File: src/rtl/cursor_pkg.sv
// Shared VT52 cursor command encodings: opcodes, display modes, scroll direction.
// Also used by the upstream escape-sequence decoder.
package cursor_pkg;

   typedef enum logic [3:0] {
      OP_NOP   = 4'd0,
      OP_SET   = 4'd1,
      OP_UP    = 4'd2,
      OP_DOWN  = 4'd3,
      OP_LEFT  = 4'd4,
      OP_RIGHT = 4'd5,
      OP_HOME  = 4'd6,
      OP_CR    = 4'd7,
      OP_LF    = 4'd8,
      OP_RI    = 4'd9,
      OP_TAB   = 4'd10,
      OP_ADV   = 4'd11
   } cursor_op_e;

   typedef enum logic [1:0] {
      MODE_BLINK      = 2'd0,
      MODE_STEADY     = 2'd1,
      MODE_HIDDEN     = 2'd2,
      MODE_HIDDEN_ALT = 2'd3
   } cursor_mode_e;

   typedef enum logic {
      SCROLL_UP   = 1'b0,
      SCROLL_DOWN = 1'b1
   } scroll_dir_e;

   typedef enum logic {
      S_IDLE,
      S_SCROLL_WAIT
   } pos_state_e;

   // Opcodes 12-15 are reserved and behave as NOP, so they must not restart the blink.
   function automatic logic op_restarts_blink(input logic [3:0] op);
      return (op != OP_NOP) && (op <= OP_ADV);
   endfunction

endpackage

File: src/rtl/cursor_blink_timer.sv
// Frame-counted blink phase: counts vblank rising edges, toggles phase on wrap,
// and restarts solid (phase=1, count=0) on request, which takes priority over an edge.
module cursor_blink_timer
   import cursor_pkg::*;
#(
   parameter int unsigned BLINK_FRAMES = 32
)(
   input  logic clk,
   input  logic reset,
   input  logic i_vblank,
   input  logic i_restart,
   output logic o_phase
);

   localparam int unsigned CNT_W = (BLINK_FRAMES > 1) ? $clog2(BLINK_FRAMES) : 1;
   localparam logic [CNT_W-1:0] CNT_LAST = CNT_W'(BLINK_FRAMES - 1);

   logic             r_vblank_d;
   logic [CNT_W-1:0] r_cnt;
   logic             r_phase;
   logic             w_rise;

   assign w_rise  = i_vblank & ~r_vblank_d;
   assign o_phase = r_phase;

   always_ff @(posedge clk) begin
      if (reset) begin
         r_vblank_d <= 1'b0;
         r_cnt      <= '0;
         r_phase    <= 1'b1;
      end else begin
         r_vblank_d <= i_vblank;
         if (i_restart) begin
            r_cnt   <= '0;
            r_phase <= 1'b1;
         end else if (w_rise) begin
            if (r_cnt == CNT_LAST) begin
               r_cnt   <= '0;
               r_phase <= ~r_phase;
            end else begin
               r_cnt <= r_cnt + CNT_W'(1);
            end
         end
      end
   end

endmodule

File: src/rtl/cursor_ctrl.sv
// VT52 cursor controller: position update from decoded commands, scroll request
// handshake with the scroll engine, and registered blink/visibility outputs.
module cursor_ctrl
   import cursor_pkg::*;
#(
   parameter int unsigned ROW_BITS     = 5,
   parameter int unsigned COL_BITS     = 7,
   parameter int unsigned ROWS         = 24,
   parameter int unsigned COLS         = 80,
   parameter int unsigned BLINK_FRAMES = 32,
   parameter int unsigned TAB_STOP     = 8
)(
   input  logic                clk,
   input  logic                reset,
   input  logic                vblank,
   input  logic                cmd_valid,
   output logic                cmd_ready,
   input  logic [3:0]          cmd_op,
   input  logic [COL_BITS-1:0] cmd_x,
   input  logic [ROW_BITS-1:0] cmd_y,
   input  logic [1:0]          mode,
   output logic [COL_BITS-1:0] cursor_x,
   output logic [ROW_BITS-1:0] cursor_y,
   output logic                cursor_visible,
   output logic                scroll_req,
   output logic                scroll_dir,
   input  logic                scroll_ack,
   output logic                led
);

   // One bit of headroom so +1 / tab arithmetic cannot alias before clamping.
   localparam int unsigned XW = COL_BITS + 1;
   localparam int unsigned YW = ROW_BITS + 1;
   localparam logic [XW-1:0] X_MAX    = XW'(COLS - 1);
   localparam logic [YW-1:0] Y_MAX    = YW'(ROWS - 1);
   localparam logic [XW-1:0] TAB_MASK = ~XW'(TAB_STOP - 1);
   localparam logic [XW-1:0] TAB_STEP = XW'(TAB_STOP);

   pos_state_e          r_state;
   logic [COL_BITS-1:0] r_x;
   logic [ROW_BITS-1:0] r_y;
   logic                r_scroll_req;
   logic                r_scroll_dir;
   logic                r_visible;
   logic                r_led;

   logic [XW-1:0] w_xw, w_x_inc, w_x_tab, w_x_set, w_x_nx;
   logic [YW-1:0] w_yw, w_y_inc, w_y_set, w_y_nx;
   logic          w_scroll;
   logic          w_dir;
   logic          w_accept;
   logic          w_restart;
   logic          w_phase;

   assign cmd_ready      = ~r_scroll_req;
   assign w_accept       = cmd_valid & ~r_scroll_req;
   assign w_restart      = w_accept & op_restarts_blink(cmd_op);
   assign cursor_x       = r_x;
   assign cursor_y       = r_y;
   assign scroll_req     = r_scroll_req;
   assign scroll_dir     = r_scroll_dir;
   assign cursor_visible = r_visible;
   assign led            = r_led;

   always_comb begin
      w_xw     = {1'b0, r_x};
      w_yw     = {1'b0, r_y};
      w_x_inc  = w_xw + XW'(1);
      w_y_inc  = w_yw + YW'(1);
      w_x_tab  = (w_xw & TAB_MASK) + TAB_STEP;
      w_x_set  = {1'b0, cmd_x};
      w_y_set  = {1'b0, cmd_y};
      w_x_nx   = w_xw;
      w_y_nx   = w_yw;
      w_scroll = 1'b0;
      w_dir    = SCROLL_UP;
      case (cmd_op)
         OP_SET: begin
            w_x_nx = (w_x_set > X_MAX) ? X_MAX : w_x_set;
            w_y_nx = (w_y_set > Y_MAX) ? Y_MAX : w_y_set;
         end
         OP_UP:    if (w_yw != '0) w_y_nx = w_yw - YW'(1);
         OP_DOWN:  w_y_nx = (w_y_inc > Y_MAX) ? Y_MAX : w_y_inc;
         OP_LEFT:  if (w_xw != '0) w_x_nx = w_xw - XW'(1);
         OP_RIGHT,
         OP_ADV:   w_x_nx = (w_x_inc > X_MAX) ? X_MAX : w_x_inc;
         OP_HOME: begin
            w_x_nx = '0;
            w_y_nx = '0;
         end
         OP_CR:    w_x_nx = '0;
         OP_LF: begin
            if (w_yw >= Y_MAX) begin
               w_scroll = 1'b1;
               w_dir    = SCROLL_UP;
            end else begin
               w_y_nx = w_y_inc;
            end
         end
         OP_RI: begin
            if (w_yw == '0) begin
               w_scroll = 1'b1;
               w_dir    = SCROLL_DOWN;
            end else begin
               w_y_nx = w_yw - YW'(1);
            end
         end
         OP_TAB:   w_x_nx = (w_x_tab > X_MAX) ? X_MAX : w_x_tab;
         default: ;
      endcase
   end

   always_ff @(posedge clk) begin
      if (reset) begin
         r_state      <= S_IDLE;
         r_x          <= '0;
         r_y          <= '0;
         r_scroll_req <= 1'b0;
         r_scroll_dir <= SCROLL_UP;
      end else begin
         case (r_state)
            S_IDLE: begin
               if (w_accept) begin
                  r_x <= w_x_nx[COL_BITS-1:0];
                  r_y <= w_y_nx[ROW_BITS-1:0];
                  if (w_scroll) begin
                     r_state      <= S_SCROLL_WAIT;
                     r_scroll_req <= 1'b1;
                     r_scroll_dir <= w_dir;
                  end
               end
            end
            S_SCROLL_WAIT: begin
               if (scroll_ack) begin
                  r_state      <= S_IDLE;
                  r_scroll_req <= 1'b0;
               end
            end
            default: begin
               r_state      <= S_IDLE;
               r_scroll_req <= 1'b0;
            end
         endcase
      end
   end

   cursor_blink_timer #(
      .BLINK_FRAMES(BLINK_FRAMES)
   ) u_blink (
      .clk       (clk),
      .reset     (reset),
      .i_vblank  (vblank),
      .i_restart (w_restart),
      .o_phase   (w_phase)
   );

   always_ff @(posedge clk) begin
      if (reset) begin
         r_visible <= 1'b0;
         r_led     <= 1'b0;
      end else begin
         case (mode)
            MODE_BLINK:  r_visible <= w_phase;
            MODE_STEADY: r_visible <= 1'b1;
            default:     r_visible <= 1'b0;
         endcase
         r_led <= r_visible;
      end
   end

endmodule

File: config.mk
export PLATFORM = sky130hd
export DESIGN_NAME = cursor_ctrl
export DESIGN_NICKNAME = d
export VERILOG_FILES = /design/src/rtl/cursor_pkg.sv /design/src/rtl/cursor_blink_timer.sv /design/src/rtl/cursor_ctrl.sv
export SDC_FILE = /design/constraint.sdc
export NUM_CORES = 1
export LEC_CHECK = 0
export ABC_AREA = 1
export BUFFER_PORTS_ARGS = -buffer_cell sky130_fd_sc_hd__buf_2
export CORE_ASPECT_RATIO = 0.75
export CORE_UTILIZATION = 25
export CTS_CLUSTER_DIAMETER = 40
export CTS_CLUSTER_SIZE = 8
export DETAILED_ROUTE_END_ITERATION = 10
export PLACE_DENSITY = 0.4
export SLEW_MARGIN = 0
export SYNTH_ARGS = -nofsm -noshare
export SYNTH_HDL_FRONTEND = slang
export SYNTH_SLANG_ARGS = --single-unit
File: constraint.sdc
create_clock -name clk -period 2.7 [get_ports clk]
set_input_delay 0.405 -clock clk [delete_from_list [all_inputs] [get_ports clk]]
set_output_delay 0.405 -clock clk [all_outputs]
set_load 0.02 [all_outputs]
==> out/metrics.cfg <==
[synthesis]
synth_nets=378
ys_warn_count=0
synth_ff_type=dfxtp_1
seq_area_frac_synth_pct=23.3
ys_types=31
synthesis.area_um2=2060
synthCells=344
synth.ff_latch_count=24
postSynthAreaPerCell_um2=5.99
synth-edff-count=0
async_flop_share_pct=0

[global_routing]
grt-ovfl-total=0
grt_pass1_wl_um=9940
grt_max_degree=16
use_met2_pct=21.2
grt_use_met3_pct=1.30
grtUsageTotal_pct=14.5
grt_pass1_vias=2018
busiest_layer=met1
grt_use_met1_pct=22.9
antenna_found_initial=0

[timing]
slew_headroom_pct=67.3
min_period_ns=1.84
clock.fmax_mhz=544
rsz0062_at_grt=false
post-route-period-util_pct=68.1
hold_viol_final=0
finalMaxSlewViolations=0
fin_worst_skew_ns=0.00762
finalSetupTns_ns=0
setup_viol=0
worst-slew-pin-transition_ns=0.489

[routing]
via_per_inst=4.58
drtIter0Drc=102
final_antenna_net_count=0
vias=2229
dr.pass1.iters=4
drc=0
routedWlPerCell_um=12.3
wl_um=5990

[outcome]
status=complete, no violations

[final_layout]
fillers=928
final_cell_mix=95 x nand2_1, 42 x nor2_1, 39 x buf_2
drive_gt1_share_pct=17.3
final_common_cell=nand2_1
final_nets=417
areaGrowthSynthToFinish_pct=17.9
num_antenna_cells=0

[power]
peakVddDrop_mv=0.167
power_uw=991
power_density_nw_per_um2=408
leakagePower_nw=1.17

[clock_network]
htreeDepth=1
tritoncts=yes
cts_resized=0
cts_hold_buffers=0
cts_buffers=3
clkTransAtPathRegs_ns=0.09
clock_latency_ns=0.27
cts_sinks=24
cts_buffer_depth=2
cts_root_buffer=clkbuf_8
cts_setup_buffers=0

[hold_path]
min_path_type=in2reg

[floorplanning]
die_h_um=80.6
die_w_um=107
fp.dieArea_um2=8610
initial_utilization_pct=25.9
coreArea_um2=7950
io_pins=40
row_count=28

[placement]
gp_congestion=0.776
portBuffers=39
hpwl_um=4860

[critical_path]
cp_top_family=simple AND/OR/NAND/NOR gates
required_ns=2.84
cp_slowest_cell=dfxtp_1
worstPathCellList=inv_1, ha_1, or2_2, and3_1, a21oi_1, nand2_1, nand2_1, a21oi_1
worstSetupPathType=reg2reg
start_kind=flip-flop
crit_fanout=8
critPathBufInv=1
critPathCaptureType=flip-flop
critPathArrivalTime_ns=1.98
max_stage_delay_ns=0.53

[job]
cap_violations=0

layout make-up:
cell class              count  area [um2]  area share, %
clock inverters             1        30.0           1.24
inverters                  45         169           6.96
clock buffers               3        41.3           1.70
flip-flops and latches     24         480           19.8
multi-input cells         270        1380           56.9
well taps                 105         131           5.41
repair buffers             39         195           8.04
power by group:
part           switching (mW)  internal, mW  total [mW]
logic                   0.175        0.0979       0.272
clock network           0.118         0.198       0.316
registers              0.0327         0.370       0.403
flip-flops by register name (all words and copies together) (netlist names):
register / flops
u_blink.r_vblank_d: 1
u_blink.o_phase: 1
r_state: 1
scroll_dir: 1
led: 1
scroll_req: 1
cursor_x: 7
u_blink.r_cnt: 5
cursor_visible: 1
cursor_y: 5
per-stage QoR:
stage          area, um2  hold WS (ns)  utilization [%]  std cells  worst slack, ns
6_report            2430         0.295             30.5        487            0.860
3_3_place_gp        2360         0.414             29.6        483            0.796
4_1_cts             2430         0.287             30.5        487            0.827
5_1_grt             2430         0.307             30.5        487            0.666
2_1_floorplan       2060         0.442                -        344             1.01
3_5_place_dp        2360         0.411             29.6        483            0.845
Yosys cell counts, drive strengths merged (4+ instances only):
master	number	share of area (%)
a21oi	25	6.3
dfxtp	24	23
buf	4	1.3
nand4	10	3.0
nand3b	5	2.0
nor2	49	10
nand2	97	18
o21ai	20	4.9
inv	45	8.2
xor2	5	2.1
ha	11	6.7
nand3	34	8.7
worst paths after layout:
| check | startpoint | endpoint | slack, ns | cells after the start |
|---|---|---|---|---|
| max | cursor_x[0] | cursor_x[2] | 0.86 | 8 |
| max reg2reg | cursor_x[0] | cursor_x[2] | 0.86 | 8 |
| min | mode[1] | cursor_visible | 0.30 | 2 |
| min reg2reg | cursor_visible | led | 0.42 | 2 |
logic make-up after synthesis:
| family | Yosys count | share of synthesized area, % |
|---|---|---|
| AOI/OAI and AO/OA | 49 | 12.7 |
| and+or+nand+nor | 203 | 44.7 |
| buffers and inverters | 50 | 9.66 |
| xor gates and xnor gates | 7 | 2.98 |
| adders and majority gates | 11 | 6.68 |
| DFF | 24 | 23.3 |
metal layers:
layer,vias up,share of wire [%]
met3,2,3.0
li1,1192,-
met5,-,0
met4,0,0.45
met1,1008,57
met2,27,40
No activity file was read; power rests on OpenSTA's default activity.
